==> src/rtl/fcvt64_int.sv <==
// fcvt64_int: 3-stage valid/ready pipeline converting the fadd64 FP word
// (sign, 10-bit exponent biased by 511, 53-bit fraction, hidden 1) to int64/uint64.
module fcvt64_int #(
   parameter int         BIAS        = 511,
   parameter logic [9:0] EXP_SPECIAL = 10'h3FF
) (
   input  logic        clk,
   input  logic        rst,
   input  logic        in_valid,
   output logic        in_ready,
   input  logic [63:0] A,
   input  logic        is_signed,
   input  logic        rm,
   output logic        out_valid,
   input  logic        out_ready,
   output logic [63:0] res,
   output logic        inexact,
   output logic        invalid
);
   localparam logic [1:0]  CLS_NORM = 2'd0;
   localparam logic [1:0]  CLS_ZERO = 2'd1;
   localparam logic [1:0]  CLS_SPEC = 2'd2;
   localparam logic [1:0]  CLS_OVF  = 2'd3;
   // Exponent codes for e = 64, e = 53 and e = -1 respectively.
   localparam logic [9:0]  EXP_OVF  = 10'(BIAS + 64);
   localparam logic [9:0]  EXP_LEFT = 10'(BIAS + 53);
   localparam logic [9:0]  EXP_TINY = 10'(BIAS - 1);
   localparam logic [63:0] INT_MAX  = 64'h7FFF_FFFF_FFFF_FFFF;
   localparam logic [63:0] INT_MIN  = 64'h8000_0000_0000_0000;

   typedef struct packed {
      logic        sign;
      logic        tsigned;
      logic        rm;
      logic [1:0]  cls;
      logic [9:0]  exp;
      logic [53:0] sig;
   } s1_t;

   typedef struct packed {
      logic        sign;
      logic        tsigned;
      logic        rm;
      logic [1:0]  cls;
      logic [63:0] mag;
      logic        rnd;
      logic        sticky;
   } s2_t;

   logic         en1, en2, en3;
   logic         v1_q, v1_d, v2_q, v2_d, v3_q, v3_d;
   s1_t          s1_q, s1_d;
   s2_t          s2_q, s2_d;
   logic [63:0]  res_q, res_d;
   logic         inexact_q, inexact_d;
   logic         invalid_q, invalid_d;
   logic [9:0]   shl_amt, shr_amt;
   logic [117:0] shr_full;
   logic [64:0]  sum;
   logic [63:0]  rmag, sat, val;
   logic         inc, bad;

   // A stage advances when it is empty or the stage after it advances.
   always_comb begin
      en3  = !v3_q || out_ready;
      en2  = !v2_q || en3;
      en1  = !v1_q || en2;
      v1_d = en1 ? in_valid : v1_q;
      v2_d = en2 ? v1_q : v2_q;
      v3_d = en3 ? v2_q : v3_q;
   end

   assign in_ready  = en1;
   assign out_valid = v3_q;
   assign res       = res_q;
   assign inexact   = inexact_q;
   assign invalid   = invalid_q;

   // S1: classify the operand.
   always_comb begin
      // NOTE: every always_comb output is given a default first so no path can infer a latch.
      s1_d = s1_q;
      if (en1 && in_valid) begin
         s1_d.sign    = A[63];
         s1_d.tsigned = is_signed;
         s1_d.rm      = rm;
         s1_d.exp     = A[62:53];
         s1_d.sig     = {1'b1, A[52:0]};
         if (A[62:53] == 10'd0)             s1_d.cls = CLS_ZERO;
         else if (A[62:53] == EXP_SPECIAL)  s1_d.cls = CLS_SPEC;
         else if (A[62:53] >= EXP_OVF)      s1_d.cls = CLS_OVF;
         else                               s1_d.cls = CLS_NORM;
      end
   end

   // S2: align the significand; bits shifted out form the round and sticky bits.
   always_comb begin
      s2_d     = s2_q;
      shl_amt  = s1_q.exp - EXP_LEFT;
      shr_amt  = EXP_LEFT - s1_q.exp;
      shr_full = {s1_q.sig, 64'd0} >> shr_amt;
      if (en2 && v1_q) begin
         s2_d.sign    = s1_q.sign;
         s2_d.tsigned = s1_q.tsigned;
         s2_d.rm      = s1_q.rm;
         s2_d.cls     = s1_q.cls;
         if (s1_q.exp >= EXP_LEFT) begin
            s2_d.mag    = {10'd0, s1_q.sig} << shl_amt;
            s2_d.rnd    = 1'b0;
            s2_d.sticky = 1'b0;
         end else if (s1_q.exp >= EXP_TINY) begin
            s2_d.mag    = {10'd0, shr_full[117:64]};
            s2_d.rnd    = shr_full[63];
            s2_d.sticky = |shr_full[62:0];
         end else begin
            s2_d.mag    = 64'd0;
            s2_d.rnd    = 1'b0;
            s2_d.sticky = 1'b1;
         end
      end
   end

   // S3: round, negate and saturate.
   always_comb begin
      res_d     = res_q;
      inexact_d = inexact_q;
      invalid_d = invalid_q;
      inc  = s2_q.rm && s2_q.rnd && (s2_q.sticky || s2_q.mag[0]);
      sum  = {1'b0, s2_q.mag} + {64'd0, inc};
      rmag = sum[63:0];
      if (s2_q.tsigned) sat = s2_q.sign ? INT_MIN : INT_MAX;
      else              sat = s2_q.sign ? 64'd0 : {64{1'b1}};
      bad = 1'b0;
      val = 64'd0;
      case (s2_q.cls)
         CLS_ZERO: bad = 1'b0;
         CLS_SPEC,
         CLS_OVF:  bad = 1'b1;
         default: begin
            if (sum[64])           bad = 1'b1;
            else if (s2_q.tsigned) bad = s2_q.sign ? (rmag > INT_MIN) : rmag[63];
            else                   bad = s2_q.sign && (rmag != 64'd0);
            val = s2_q.sign ? -rmag : rmag;
         end
      endcase
      if (en3 && v2_q) begin
         res_d     = bad ? sat : val;
         invalid_d = bad;
         inexact_d = !bad && (s2_q.cls == CLS_NORM) && (s2_q.rnd || s2_q.sticky);
      end
   end

   always_ff @(posedge clk or posedge rst) begin
      if (rst) begin
         v1_q      <= 1'b0;
         v2_q      <= 1'b0;
         v3_q      <= 1'b0;
         s1_q      <= '0;
         s2_q      <= '0;
         res_q     <= 64'd0;
         inexact_q <= 1'b0;
         invalid_q <= 1'b0;
      end else begin
         // NOTE: state updates are non-blocking so every stage samples pre-edge values.
         v1_q      <= v1_d;
         v2_q      <= v2_d;
         v3_q      <= v3_d;
         s1_q      <= s1_d;
         s2_q      <= s2_d;
         res_q     <= res_d;
         inexact_q <= inexact_d;
         invalid_q <= invalid_d;
      end
   end
endmodule

==> config.mk <==
export PLATFORM = sky130hd
export DESIGN_NAME = fcvt64_int
export DESIGN_NICKNAME = d
export VERILOG_FILES = /design/src/rtl/fcvt64_int.sv
export SDC_FILE = /design/constraint.sdc
export NUM_CORES = 1
export LEC_CHECK = 0
export BUFFER_PORTS_ARGS = -buffer_cell sky130_fd_sc_hd__buf_2
export CAP_MARGIN = 5
export CORE_AREA = 2 2 243 149
export CTS_CLUSTER_DIAMETER = 200
export DETAILED_ROUTE_END_ITERATION = 8
export DIE_AREA = 0 0 245 151
export PLACE_DENSITY = 0.9
export SLEW_MARGIN = 40
export SYNTH_ARGS = -nofsm -noshare
export SYNTH_HDL_FRONTEND = slang
export SYNTH_SLANG_ARGS = --single-unit
==> constraint.sdc <==
create_clock -name clk -period 8.14 [get_ports clk]
set_clock_uncertainty 0.05 [all_clocks]
set_input_delay 1.221 -clock clk [delete_from_list [all_inputs] [get_ports clk]]
set_output_delay 1.221 -clock clk [all_outputs]
set_load 0.02 [all_outputs]
## After elaboration in Yosys (flattened, before gate mapping)

Cells that the tools add are included.

- Shifts and indexed selects: 2
- Equality and inequality tests: 4
- Bitwise logic cells: 0
- $mul: 0
- Divide/modulo/power cells: 0
- Reductions and logical operators: 23
- $add $sub $neg: 4
- Magnitude comparators: 4
- Multiplexer cells: 15

Operators by type and width:

| cell | count |
|---|---|
| $mux 64 | 6 |
| $shr 118x10->118 | 1 |
| $mux 66 | 1 |
| $add 64x1->65 | 1 |
| $gt 64x64->1 const B | 1 |
| $neg 64->64 | 1 |
| $reduce_bool 64->1 | 1 |
| $shl 54x10->64 | 1 |
| $reduce_or 63->1 | 1 |
| $mux 56 | 1 |
| $ge 10x10->1 const B | 2 |
| $eq 10x10->1 const B | 1 |
| $ge 10x9->1 const B | 1 |
| $logic_not 10->1 | 1 |
| $sub 10x10->10 const A | 1 |
| $sub 10x10->10 const B | 1 |
| $logic_and 1x1->1 | 8 |
| $mux 2 | 3 |
| $logic_or 1x1->1 | 5 |
| $eq 2x2->1 const B | 2 |
| $logic_not 1->1 | 4 |
| $mux 1 | 3 |
| $reduce_or 3->1 | 1 |
| $eq 2x1->1 const B | 1 |
| other kinds (3) | 3 |

- Input bits: 70
- Memory bits (writable): 0
- ROM bits: 0
- Memories kept: 0
- Register bits after elaboration: 209
- Bits in latches: 0
- Word-level logic and storage cells: 71

## Logic depth before layout (Yosys ltp)

- Depth in word-level cells: 11
- Depth in mapped cells: 24

## Worst setup path after synthesis

No wires, ideal clock.

- Path type: register to register
- From: register s1_q[54] in the netlist's numbering
- To: register s2_q[0] in the netlist's numbering
- Library setup time: 0.122 ns
- Arrival: 5.283 ns
- Cell stages (with the launch flop): 22
- Period minus slack after synthesis: 5.456 ns
- Setup slack: 2.684 ns
- Data required time: 7.968 ns
- Path through: dfrtp_1 buf_4 inv_2 buf_2 buf_1 buf_2 buf_2 buf_2 ha_1 buf_2 buf_2 buf_1 mux2_2 mux4_2 or2_2 a21boi_0 o221ai_1 nor4_1 a31oi_1 a311o_1 a21oi_1 a21oi_1

- Word-level cells in the longest chain between the ends: 5
- Elaborated cells between the ends (all ways): 7
- Classes of those cells: add/sub (1); order compare (2); shift (1); mux (2); reduce/logical (1)

Ends and longest elaborated chain:

| element | line | text |
|---|---|---|
| start: declaration | 52 | `s1_t s1_q, s1_d;` |
| start signal: assignment | 158 | `s1_q <= '0;` |
| start signal: assignment | 168 | `s1_q <= s1_d;` |
| $sub 10x10->10 | 100 | `shr_amt = EXP_LEFT - s1_q.exp;` |
| $shr 118x10->118 | 101 | `shr_full = {s1_q.sig, 64'd0} >> shr_amt;` |
| $reduce_or 63->1 | 114 | `s2_d.sticky = \|shr_full[62:0];` |
| $mux 56 | 111 | `end else if (s1_q.exp >= EXP_TINY) begin` |
| $mux 66 (*) | 107 | `if (s1_q.exp >= EXP_LEFT) begin` |
| end signal: assignment | 159 | `s2_q <= '0;` |
| end signal: assignment | 169 | `s2_q <= s2_d;` |
| end: declaration | 53 | `s2_t s2_q, s2_d;` |

Mark *: on every way between the ends. The rest lies on a longest branch, timed or not.
A chain may end at the register's enable or synchronous reset.

## Final worst setup path

- From: register s2_q[2] in the netlist's numbering
- To: register res_q[39] (netlist: res[39])

- Word-level cells in the longest chain between the ends: 9
- Elaborated cells between the ends (all ways): 14
- Classes of those cells: add/sub (2); order compare (1); mux (7); reduce/logical (4)

Ends and longest elaborated chain:

| element | line | text |
|---|---|---|
| $logic_or 1x1->1 | 128 | `inc = s2_q.rm && s2_q.rnd && (s2_q.sticky \|\| s2_q.mag[0]);` |
| $logic_and 1x1->1 | 128 |  |
| $add 64x1->65 (*) | 129 | `sum = {1'b0, s2_q.mag} + {64'd0, inc};` |
| $gt 64x64->1 or $reduce_bool 64->1 (tied branches) | 141, 142 |  |
| $mux 1 or $logic_and 1x1->1 (tied branches) | 141, 142 |  |
| $mux 1 | 141 | `else if (s2_q.tsigned) bad = s2_q.sign ? (rmag > INT_MIN) : rmag[63];` |
| $mux 1 | 140 | `if (sum[64]) bad = 1'b1;` |
| $pmux 1 s2 | 135 | `case (s2_q.cls)` |
| $mux 64 (*) | 147 | `res_d = bad ? sat : val;` |
| end signal: assignment | 170 | `res_q <= res_d;` |
| end: declaration | 54 | `logic [63:0] res_q, res_d;` |

Marks and branches as above.

==> results.tsv <==
stage	metric	value	unit
place	gp weighted congestion	1.175	
routing	post-detailed-routing wire length	84.45	mm
worst_setup_path	crit path max-delay cell type	nor2b_4	
clock_tree	TritonCTS Sinks	209	
synthesis	main combinational cell family by area after synthesis	multiplexers	
global_route	total congestion overflow	0	
power	overall power consumption	6.806	mW
synthesis	portion of netlist area occupied by mux cells	0.2247	
die	die span in y	151	µm
sta	crit path time final	6.054	ns
sta	RSZ-0062 raised after global routing	no	
clock_tree	maximum count of clock buffers along a single path	3	
synthesis	Area contributors post-synth	dfrtp_1 25%, mux2_2 9.5%, mux2i_1 8.5%	
die	Die Width	245	µm
worst_setup_path	biggest fanout along the worst timing path	64	
hold_path	Hold WC Path Type	flip-flop to flip-flop	
global_route	aggregate global-route resource usage	0.4483	
worst_setup_path	Top Family by Delay on Critical Path	simple AND/OR/NAND/NOR gates	
worst_setup_path	kind of start point of the critical path	flip-flop	
global_route	number of global-route vias before repair	19740	
sta	Setup TNS	0	ns
sta	Worst Max-Slew Pin Slew	1.002	ns
synthesis	fraction of the mapped netlist area in adder cells	0.006657	
die	overall die area	0.03700	mm²
place	number of buffer cells added on primary ports	137	
final_layout	share of cells above drive strength 1	0.2088	
synthesis	number of enable flip-flop cells after synthesis	0	
sta	period utilization	0.7437	
routing	remaining antenna violation count	0	
worst_setup_path	WP data required	8.47	ns
final_layout	footprint of the flip-flops and latches	0.005238	mm²
flow_run	count of max-cap constraint violations	0	
clock_tree	number of buffers inserted to repair setup after CTS	0	
synthesis	Seq cells post-synth	209	
synthesis	most instantiated library cell after synthesis	nand2_1	
outcome	outcome	complete, but fails checks	
synthesis	share of synthesized registers carrying an async set or reset	1.000	
die	initial core utilization	0.5961	
clock_tree	total of hold buffers inserted after clock tree synthesis	0	
worst_setup_path	arrival time of the worst setup path	6.38	ns
synthesis	main flop type after synthesis	dfrtp_1	
synthesis	net count after synthesis	2589	
power	Static Leakage	8.841	nW
die	count of pins on the block boundary	138	
synthesis	syn_area_per_cell	8.243	µm²
synthesis	simple-gate share of the synthesized area	0.2162	
synthesis	Netlist cell types	94	
routing	number of detailed-route iterations in the first pass	9	
synthesis	leading area contributor after synthesis	dfrtp_1	
clock_tree	count of instances resized after the clock tree is built	0	
final_layout	Filler cells	2897	
synthesis	Synth warnings	0	
power	worst voltage drop across the vdd grid	0.2828	mV
final_layout	net count reported at finish	2579	
worst_setup_path	CP bufs+invs	2	
die	area of the core	0.03468	mm²
outcome	violated checks	DRC	
sta	max_slew headroom	0.3246	
place	HPWL after detailed placement	65.21	mm
worst_setup_path	category of the worst setup path capture point	flip-flop	
worst_setup_path	worst path cell trace	o211a_1 -> ha_1 -> ha_1 -> and2_1 -> nand4_1 -> nor4_2 -> buf_4 -> and2_1 -> o211ai_1 -> a21oi_1 -> nand4_1 -> o211ai_2 -> o211a_2 -> buf_4 -> nor2b_4 -> a211oi_1	
synthesis	post-synthesis instance area	0.02067	mm²
place	# placed instances	2941	
routing	1st-iter DRT viols	3255	
final_layout	fin cells	2981	
sta	count of pins over their slew limit	0	
routing	number of DRC violations after detailed routing	1	
worst_setup_path	Largest stage delay, worst path	0.77	ns
global_route	wire length of the first global-routing pass	124.4	mm
routing	routed length per placed instance	28.33	µm
routing	vias post-DR	21570	
clock_tree	deepest level of the CTS H-tree	1	
worst_setup_path	kind of critical path	flip-flop to flip-flop	
final_layout	multi-input logic area	0.01459	mm²
synthesis	synthesized-area fraction occupied by ao, oa, aoi and oai cells	0.1887	
final_layout	Antenna Diode Count	0	
clock_tree	root cell of the clock tree	clkbuf_16	
global_route	antenna violations before repair	5	
clock_tree	cts bufs inserted	22	
synthesis	synth cell count leaders	300 x nand2_1, 257 x nor2_1, 209 x dfrtp_1	
sta	count of final setup violators	0	
final_layout	synthesis-to-layout area growth	7.843	%
synthesis	gate count of the mapped netlist	2508	
routing	mean number of vias per cell	7.234	
synthesis	portion of the post-synthesis area used by sequential elements	0.2530	
global_route	maximum number of pins on one net before global-route repair	83	
die	row cnt	53	
clock_tree	Clk Latency, worst-skew pair	0.57	ns
sta	maximum clock rate	165.2	MHz
sta	Hold Fails Final Rpt	0	
synthesis	XOR/XNOR Fraction of Synth Area	0.06143	
clock_tree	clock transition at the register clock pins on the worst setup and hold paths after CTS	0.06	ns
clock_tree	CTS tree	yes	
power	power density over the cells	305.3	mW/mm²
synthesis	share of the synthesized area in the top cell type	0.2530	
==> per-stage QoR <==
stage | area [µm²] | utilization | setup WS [ns] | hold WS [ns]
2_1_floorplan | 20670 | - | 1.160 | 0.3958
3_3_place_gp | 21440 | 0.6181 | 2.397 | 0.4101
3_5_place_dp | 21460 | 0.6187 | 2.172 | 0.4315
4_1_cts | 22260 | 0.6418 | 2.161 | 0.4466
5_1_grt | 22300 | 0.6428 | 1.792 | 0.4703
6_report | 22300 | 0.6428 | 2.086 | 0.4388
==> per-layer routing <==
metal,share of wire,track usage,wire length [µm]
met2,0.37,0.5737,31200
met1,0.41,0.6278,34880
met3,0.19,0.2688,15920
met4,0.023,0.08232,1913
met5,0.0063,0.08957,536
==> where the power goes <==
part | switching, mW | leakage, nW | internal (mW) | total, mW
clock network | 0.472 | 0.393 | 0.658 | 1.13
logic | 2.61 | 5.88 | 1.41 | 4.02
registers | 0.368 | 2.57 | 1.29 | 1.65
total | 3.45 | 8.84 | 3.36 | 6.81
==> placed cells by master, fill, tap and decap left out, types with 41 or more instances in the layout <==
cell type,synthesis,final
nand3_1,72,72
nand2_1,300,298
a21oi_1,122,121
xnor2_1,95,90
mux2i_1,176,174
buf_2,59,137
dfrtp_1,209,205
nor3_1,70,70
xor2_1,50,47
o21ai_0,170,169
mux4_2,41,41
nor2_1,257,254
mux2_2,174,174
==> logic make-up after synthesis <==
group           count (synthesis)
compound gates                588
xor+xnor                      145
fa+ha+maj                      11
buf+inv                       231
flops                         209
mux                           391
simple gates                  933
==> flip-flops by register name, indices dropped and copies added (netlist names) <==
signal,flops
inexact,1
invalid,1
out_valid,1
res,64
s1_q,69
s2_q,71
v1_q,1
v2_q,1
==> cell type report <==
class | count | share of cell area
Inverter | 23 | 0.004265
Timing Repair Buffer | 174 | 0.04456
Sequential cell | 209 | 0.2349
Clock buffer | 29 | 0.02901
Multi-Input combinational cell | 2068 | 0.6542
Tap cell | 467 | 0.02621
Clock inverter | 11 | 0.006847
==> final timing paths <==
check | cells past startpoint | endpoint | slack (ns) | start
worst max-delay path | 16 | res[39]$_DFFE_PP0P_ | 2.09 | s2_q[2]$_DFFE_PP0P_
worst min-delay path | 2 | s1_q[65]$_DFFE_PP0P_ | 0.44 | s1_q[65]$_DFFE_PP0P_
worst max register to register | 16 | res[39]$_DFFE_PP0P_ | 2.09 | s2_q[2]$_DFFE_PP0P_
worst min register to register | 2 | s1_q[65]$_DFFE_PP0P_ | 0.44 | s1_q[65]$_DFFE_PP0P_
max in group asynchronous | 3 | s2_q[35]$_DFFE_PP0P_ | 6.30 | rst
min in group asynchronous | 2 | s2_q[39]$_DFFE_PP0P_ | 0.64 | rst
==> worst reg2reg max path: cells and delay by family (launching register included) <==
family,cells,cell delay (ns)
adder cells (fa/ha/maj),2,0.56
flip-flops,1,0.40
buffers and inverters,2,0.91
AO/OA/AOI/OAI,6,1.22
AND/OR/NAND/NOR,6,2.74
No activity file was read; power rests on OpenSTA's default activity.
